[src/rtl/window_sched_pkg.sv]
// window_sched_pkg: shared types and helpers for the window scheduler.
//   op_e      : request op codes (READ, WRITE, SWAP, RSVD)
//   state_e   : scheduler FSM states (WB exists only with WINDOW_SCHED_SWAP_EN)
//   win_legal : range check of a window base against the lane range
// Optional feature macro: WINDOW_SCHED_SWAP_EN
package window_sched_pkg;

  typedef enum logic [1:0] {
    OP_READ  = 2'd0,
    OP_WRITE = 2'd1,
    OP_SWAP  = 2'd2,
    OP_RSVD  = 2'd3
  } op_e;

`ifdef WINDOW_SCHED_SWAP_EN
  typedef enum logic [1:0] {
    ST_IDLE = 2'd0,
    ST_EXEC = 2'd1,
    ST_WB   = 2'd2,
    ST_RESP = 2'd3
  } state_e;
`else
  typedef enum logic [1:0] {
    ST_IDLE = 2'd0,
    ST_EXEC = 2'd1,
    ST_RESP = 2'd3
  } state_e;
`endif

  // Evaluated in 32-bit int, so sel + win - 1 cannot wrap for any SEL_W
  // used here (the sum needs only SEL_W+1 bits).
  function automatic logic win_legal(input int sel, input int lo, input int hi,
                                     input int win);
    return (lo <= sel) && ((sel + win - 1) <= hi);
  endfunction

endpackage

[src/rtl/window_sched_rr2.sv]
// window_sched_rr2: two-input round-robin arbiter.
//   clk, rst_n : clock, asynchronous active-low reset
//   req_i      : request bits, one per port
//   accept_i   : a grant is being taken this cycle (update pointer)
//   gnt_o      : one-hot grant (combinational), zero when no request
// The pointer remembers the last granted port; the other port wins ties.
// After reset the pointer reads "port 1 last", giving port 0 priority.
module window_sched_rr2 (
  input  logic       clk,
  input  logic       rst_n,
  input  logic [1:0] req_i,
  input  logic       accept_i,
  output logic [1:0] gnt_o
);

  logic last_q;

  always_comb begin
    gnt_o = req_i;
    if (req_i == 2'b11) gnt_o = last_q ? 2'b01 : 2'b10;
  end

  always_ff @(posedge clk or negedge rst_n) begin
    if (!rst_n) begin
      last_q <= 1'b1;
    end else if (accept_i && (gnt_o != 2'b00)) begin
      last_q <= gnt_o[1];
    end
  end

endmodule

[src/rtl/window_sched.sv]
// window_sched: two-requester scheduler for a packed lane store accessed
// through an indexed part-select window store_q[sel +: WIN].
//   clk, rst_n  : clock, asynchronous active-low reset
//   req_valid   : per-port request valid
//   req_ready   : per-port grant, asserted only in IDLE
//   req_op      : per-port op (0 READ, 1 WRITE, 2 SWAP, 3 reserved)
//   req_sel     : per-port window base lane index (unsigned)
//   req_wdata   : per-port write window
//   resp_valid  : response available, held until resp_ready
//   resp_ready  : response consumed
//   resp_id     : port that issued the request
//   resp_rdata  : window contents before the operation (0 on error)
//   resp_err    : out-of-range window or illegal op
//   store_q     : the packed lane store [MSB:LSB][LANE_W-1:0]
// Optional feature macro: WINDOW_SCHED_SWAP_EN (SWAP op and WB state).
// Without it, SWAP is answered like the reserved op.
module window_sched
  import window_sched_pkg::*;
#(
  parameter int MSB    = 6,
  parameter int LSB    = 0,
  parameter int LANE_W = 2,
  parameter int WIN    = 2,
  parameter int SEL_W  = 3
) (
  input  logic                              clk,
  input  logic                              rst_n,
  input  logic [1:0]                        req_valid,
  output logic [1:0]                        req_ready,
  input  logic [1:0][1:0]                   req_op,
  input  logic [1:0][SEL_W-1:0]             req_sel,
  input  logic [1:0][WIN*LANE_W-1:0]        req_wdata,
  output logic                              resp_valid,
  input  logic                              resp_ready,
  output logic                              resp_id,
  output logic [WIN*LANE_W-1:0]             resp_rdata,
  output logic                              resp_err,
  output logic [MSB:LSB][LANE_W-1:0]        store_q
);

  localparam int LO = (MSB < LSB) ? MSB : LSB;
  localparam int HI = (MSB < LSB) ? LSB : MSB;
  localparam int WW = WIN * LANE_W;

  state_e           state_q;
  op_e              op_q;
  logic [SEL_W-1:0] sel_q;
  logic [WW-1:0]    wdata_q;
  logic             id_q;

  logic [1:0]       gnt;
  logic             accept;
  logic             legal;
  logic             op_ok;
  int               base;
  logic [WW-1:0]    win_rd;

  assign accept    = (state_q == ST_IDLE) && (req_valid != 2'b00);
  assign req_ready = (state_q == ST_IDLE) ? gnt : 2'b00;

  window_sched_rr2 u_rr (
    .clk      (clk),
    .rst_n    (rst_n),
    .req_i    (req_valid),
    .accept_i (accept),
    .gnt_o    (gnt)
  );

  // The +: select follows the declared direction of store_q, so the same
  // expression yields little- or big-endian lane order automatically.
  assign base   = int'(sel_q);
  assign legal  = win_legal(base, LO, HI, WIN);
  assign win_rd = legal ? store_q[base +: WIN] : '0;

`ifdef WINDOW_SCHED_SWAP_EN
  assign op_ok = (op_q != OP_RSVD);
`else
  assign op_ok = (op_q == OP_READ) || (op_q == OP_WRITE);
`endif

  always_ff @(posedge clk or negedge rst_n) begin
    if (!rst_n) begin
      state_q    <= ST_IDLE;
      op_q       <= OP_READ;
      sel_q      <= '0;
      wdata_q    <= '0;
      id_q       <= 1'b0;
      store_q    <= '0;
      resp_valid <= 1'b0;
      resp_err   <= 1'b0;
      resp_id    <= 1'b0;
      resp_rdata <= '0;
    end else begin
      case (state_q)
        // Accept: latch the granted port's request.
        ST_IDLE: begin
          if (accept) begin
            id_q    <= gnt[1];
            op_q    <= op_e'(req_op[gnt[1]]);
            sel_q   <= req_sel[gnt[1]];
            wdata_q <= req_wdata[gnt[1]];
            state_q <= ST_EXEC;
          end
        end
        // Execute: read old window, commit READ/WRITE, defer SWAP write.
        ST_EXEC: begin
          resp_id <= id_q;
          if (!legal || !op_ok) begin
            resp_err   <= 1'b1;
            resp_rdata <= '0;
            resp_valid <= 1'b1;
            state_q    <= ST_RESP;
          end else begin
            resp_err   <= 1'b0;
            resp_rdata <= win_rd;
            if (op_q == OP_WRITE) store_q[base +: WIN] <= wdata_q;
`ifdef WINDOW_SCHED_SWAP_EN
            if (op_q == OP_SWAP) begin
              state_q <= ST_WB;
            end else begin
              resp_valid <= 1'b1;
              state_q    <= ST_RESP;
            end
`else
            resp_valid <= 1'b1;
            state_q    <= ST_RESP;
`endif
          end
        end
`ifdef WINDOW_SCHED_SWAP_EN
        // Write-back of the SWAP's new window.
        ST_WB: begin
          store_q[base +: WIN] <= wdata_q;
          resp_valid <= 1'b1;
          state_q    <= ST_RESP;
        end
`endif
        // Response: hold until consumed; no grant in the handshake cycle.
        ST_RESP: begin
          if (resp_ready) begin
            resp_valid <= 1'b0;
            state_q    <= ST_IDLE;
          end
        end
        default: state_q <= ST_IDLE;
      endcase
    end
  end

endmodule
[config.mk]
export PLATFORM = sky130hd
export DESIGN_NAME = window_sched
export DESIGN_NICKNAME = d
export VERILOG_FILES = /design/src/rtl/window_sched_pkg.sv /design/src/rtl/window_sched_rr2.sv /design/src/rtl/window_sched.sv
export SDC_FILE = /design/constraint.sdc
export NUM_CORES = 1
export LEC_CHECK = 0
export ABC_AREA = 1
export CAP_MARGIN = 30
export CORE_ASPECT_RATIO = 2
export CORE_UTILIZATION = 35
export CTS_BUF_LIST = sky130_fd_sc_hd__clkbuf_4 sky130_fd_sc_hd__clkbuf_8
export DETAILED_ROUTE_END_ITERATION = 16
export PLACE_DENSITY = 0.66
export SLEW_MARGIN = 20
export SYNTH_ARGS = -nofsm -noshare
export SYNTH_HDL_FRONTEND = slang
export SYNTH_SLANG_ARGS = --single-unit
[constraint.sdc]
create_clock -name clk -period 2.2 [get_ports clk]
set_input_delay 0.44 -clock clk [delete_from_list [all_inputs] [get_ports clk]]
set_output_delay 0.44 -clock clk [all_outputs]
set_load 0.02 [all_outputs]
Yosys cells after proc, flatten, opt, wreduce, memory -nomap -nowiden. Cells that the tools add are included.

Bits in registers: 34. Output and inout bits: 23. Logic and storage cells: 69.

Add/sub/neg operators: 3. Order comparisons: 3. Eq/ne operators: 6. Shift operators: 5. Multiplexer cells: 18. Bitwise operators: 1. Reduce and logical (&&, ||, !) cells: 16.

Operator list (count): $shiftx 2x33->7 (2); $neg 3->33 (1); $shift 2x33->7 const A (1); $mux 4 (4); $bwmux 14 (1); $mux 2 (7); $shiftx 7x4->2 (2); $mux 3 (2); $pmux 2 s3 (1); $reduce_and 2->1 (3); $reduce_bool 2->1 (3); $le 5x4->1 const B (1); $sub 4x1->5 const B (1); $add 3x2->4 const B (1); $eq 2x1->1 const B (2); $eq 2x2->1 const B (2); $logic_not 2->1 (2); $le 1x3->1 const A (1); $logic_and 1x1->1 (3); $reduce_and 3->1 (1); $logic_not 1->1 (2); $logic_or 1x1->1 (2); $lt 1x2->1 const B (1); $mux 1 (2); 4 further kinds (4).

Depth between registers and ports, before layout.
Depth in word-level cells: 8. Gate-level depth with buffers: 13. Depth with buffers taken out: 11.

Hierarchy. From an unflattened synthesis, not the netlist that was laid out.

Cells, all modules: 322. Area total of the unflattened synthesis: 2228.4 um2.

Modules (own cells, without submodules): window_sched (instances 1, cells an instance 314, area an instance 2167.1 um2, seq. area each 825.8 um2); window_sched_rr2 (instances 1, cells an instance 8, area an instance 61.3 um2, seq. area each 26.3 um2).

Worst setup path before layout. Ideal clock, no wire load.

Path type: flip-flop to flip-flop. Start: reg sel_q[0]. End: reg store_q[12] (netlist bit). Library setup time: 0.117 ns. Data arrival time: 1.833 ns. Required time: 2.083 ns. Path slack: 0.250 ns. Stages on the path, launching flop included: 12. Buffers on the path: 2. Period minus slack after synthesis: 1.950 ns. Cells stage by stage: dfrtp_1 > inv_2 > buf_6 > ha_1 > ha_1 > buf_2 > nor2_4 > nand2_1 > nor2_1 > nand3_1 > nand2_1 > nand2_1.

Longest elaborated chain between the ends: 8. Elaborated cells on any way between the ends: 13.

RTL lines: from (decl) (RTL line window_sched.sv:47) `logic [SEL_W-1:0] sel_q;`; from (signal assigned) (RTL line window_sched.sv:100) `sel_q <= req_sel[gnt[1]];`; $add 3x2->4 (RTL line window_sched_pkg.sv:34) `return (lo <= sel) && ((sel + win - 1) <= hi);`; $sub 4x1->5 (RTL line window_sched_pkg.sv:34); $le 5x4->1 (RTL line window_sched_pkg.sv:34); $logic_and 1x1->1 (RTL line window_sched_pkg.sv:34); $logic_not 1->1 (RTL line window_sched.sv:108) `if (!legal || !op_ok) begin`; $logic_or 1x1->1 (RTL line window_sched.sv:108); $not 1->1 (no source line); $reduce_and 3->1 (no source line); to (signal, indexed assignment) (RTL line window_sched.sv:116) `if (op_q == OP_WRITE) store_q[base +: WIN] <= wdata_q;`; to (decl) (RTL line window_sched.sv:38) `output logic [MSB:LSB][LANE_W-1:0] store_q`.

Parallel ways exist; a longest one is shown, timed or not. A chain may end at the register's enable or synchronous reset.

Worst setup path in the final report.
Start: in req_valid[0]. End: out req_ready[1].

Longest elaborated chain between the ends: 3.

RTL lines: from (decl) (RTL line window_sched.sv:28) `input logic [1:0] req_valid,`; $eq 2x2->1 (RTL line window_sched_rr2.sv:20) `if (req_i == 2'b11) gnt_o = last_q ? 2'b01 : 2'b10;`; $mux 2 (RTL line window_sched_rr2.sv:20); $mux 2 (RTL line window_sched.sv:59) `assign req_ready = (state_q == ST_IDLE) ? gnt : 2'b00;`; to (decl) (RTL line window_sched.sv:29) `output logic [1:0] req_ready,`.

Every way passes these cells.

==> impl_metrics.json <==
{
  "outcome": "complete, no violations",
  "final-setup-viol-count": 0,
  "antenna_found_initial": 0,
  "via_per_inst": 4.95,
  "cp_cell_sequence": "clkdlybuf4s50_1, inv_1, o21ai_0, nor2_1, dlygate4sd2_1",
  "design_area_um2": 2900,
  "clock_path_buffers": 2,
  "max_slew_margin_pct": 71.4,
  "fin_ws_ps": 187,
  "pwr_density_cell_nw_per_um2": 1560,
  "io_pins": 46,
  "path_class": "input port to output pin",
  "skew_ps": 8.74,
  "synth.area.top_cells": "dfrtp_1 (36%), nand2_1 (14%), nand3_1 (5.9%), o21ai_0 (5.6%), nor2_1 (4.7%)",
  "drtIter0Drc": 94,
  "ys_ff_latch": 34,
  "io_buffers": 45,
  "cts_buffers": 5,
  "grt.overflow.total": 0,
  "drc_errors": 0,
  "grt_max_degree": 35,
  "synth_fp_nets": 337,
  "synth.largest_area_cell": "dfrtp_1",
  "area_growth_pct": 25.4,
  "place.gp.congestion": 0.958,
  "cp_max_fo": 2,
  "final_core_utilization_pct": 45.5,
  "clk_latency_ps": 290,
  "drt-wirelength-per-cell_um": 13.0,
  "final_max_slew_viol_count": 0,
  "drt-total-wl_mm": 5.79,
  "drive_above_1_share_pct": 12.3,
  "hpwlAfterDp_mm": 4.58,
  "critPathMaxStageDelay_ps": 470,
  "tightestPinTransition_ps": 429,
  "cts.reportedPaths.clkPinSlew_ps": 70,
  "dieArea_um2": 6950,
  "fin_cells": 444,
  "arrival_ps": 1570,
  "synth_top_area_share_pct": 35.8,
  "period_share_pct": 91.5,
  "cts_sinks": 34,
  "max-vdd-ir-drop_uv": 602,
  "yosysSeqAreaShare_pct": 36.9,
  "finalSetupTns_ps": 0,
  "dr.pass1.iters": 4,
  "finalHoldViolCount": 0,
  "min_path_type": "flop to flop",
  "rsz0062_at_grt": "no",
  "grt_pass1_wl_mm": 9.40,
  "cts.hold.buffers_added": 0,
  "dp_cells": 435,
  "maxCapViolCount": 0,
  "antenna_cells": 0,
  "end_kind": "output pin",
  "synth_cells": 310,
  "required_ps": 1760,
  "synth_cell_type_count": 32,
  "num_rows": 41,
  "core_um2": 6360,
  "cts.root.buffer_cell": "clkbuf_8",
  "fmax_ghz": 0.497,
  "cts_max_level": 2,
  "start_util_pct": 36.3,
  "dpl_worst_slack_ps": -75.6,
  "fin_nets": 384,
  "place_area_um2": 2800,
  "slowest_stage": "clkdlybuf4s50_1",
  "multi_input_area_um2": 1190,
  "syn_area_per_cell_um2": 7.45,
  "tritoncts": "done",
  "die_h_um": 117,
  "die_w_um": 59.4,
  "synth_warnings": 0,
  "grt_pass1_vias": 2035,
  "vias": 2198,
  "grt_util_all_layers_pct": 18.1,
  "leakagePower_uw": 0.00136,
  "syn_area_um2": 2310,
  "cp-start-kind": "input port",
  "ant_nets": 0,
  "fill_cells": 690,
  "seq_area_um2": 852,
  "min_period_ps": 2010
}
-- Yosys cell counts (all sizes together) --
library cell,n
o21ai,28
nand4,18
nor2,39
nand3b,1
clkinv,4
nand3,31
clkbuf,1
o22ai,7
buf,15
a31oi,2
inv,27
nand2,94
o211ai,1
a21oi,3
a211oi,1
dfstp,1
dfrtp,33
ha,4
-- layout by cell type, fill, tap and decap left out, types with 6 or more instances in the layout --
cell and instances:
clkbuf_8 6, nor2_1 29, clkdlybuf4s50_1 43, nand3_1 27, dfrtp_1 33, inv_1 23
nand2_1 89, nand4_1 17, o22ai_1 7, o21ai_0 26, buf_4 11
-- worst paths after layout --
| check | end | slack (ps) | startpoint | cells past startpoint |
|---|---|---|---|---|
| max in group asynchronous | u_rr.last_q | 1300 | rst_n | 2 |
| worst max-delay path | req_ready[1] | 190 | req_valid[0] | 5 |
| min in group asynchronous | resp_rdata[0] | 550 | rst_n | 2 |
| worst min-delay path | resp_rdata[2] | 480 | resp_rdata[2] | 2 |
| worst max register to register | store_q[2] | 280 | sel_q[1] | 9 |
| worst min register to register | resp_rdata[2] | 480 | resp_rdata[2] | 2 |
-- flip-flops by register name (all words and copies together) (netlist names) --
signal / cells
wdata_q: 4
state_q: 2
resp_err: 1
resp_id: 1
op_q: 2
resp_valid: 1
id_q: 1
sel_q: 3
resp_rdata: 4
u_rr.last_q: 1
store_q: 14
-- metal layers --
layer  part of all wire (%)  vias up  track usage [%]
li1                       -     1118                -
met4                    3.9        0             10.2
met5                      0        -                0
met3                    2.7       17             2.75
met1                     37     1007             17.9
met2                     57       56             34.4
-- worst max-delay path, delay by kind of cell --
family                 cells  cell delay (ps)
buffers and inverters      3              850
AO/OA/AOI/OAI              1              200
AND/OR/NAND/NOR            1               80
-- through the flow --
| step | total power, µW | hold slack (ps) |
|---|---|---|
| floorplan | 3380 | 144 |
| global placement | 4000 | 462 |
| detailed placement | 4050 | 464 |
| CTS | 4540 | 484 |
| global route | 4910 | 505 |
| finish | 4520 | 479 |
-- repair_timing --
action                                  in CTS  in global routing
setup buffers                                0                  0
endpoints found under the setup margin       2                  0
endpoints found under the hold margin        0                  0
gates resized for setup                      2                  0
-- logic make-up (layout without fill, tap and decap cells) --
group / after synthesis / after routing / synth area share, %
AND/OR/NAND/NOR: 183 / 183 / 39.5
AO/OA/AOI/OAI: 42 / 42 / 9.80
flip-flops: 34 / 34 / 36.9
buffers and inverters: 47 / 95 / 11.6
adder cells (fa/ha/maj): 4 / 4 / 2.17
-- final cells by class --
class                           instances  area share [%]
Clock buffer                            7            3.11
Clock inverter                          1           0.173
Inverter                               31            4.19
Multi-Input combinational cell        229            41.1
Sequential cell                        34            29.4
Tap cell                               86            3.72
Timing Repair Buffer                   56            18.3
-- report_power, final --
part           internal (µW)  switching [µW]
clock network            265             220
registers                885             224
logic                   1050            1880
total                   2200            2330
Note: power is estimated with default switching activity, not from simulation.
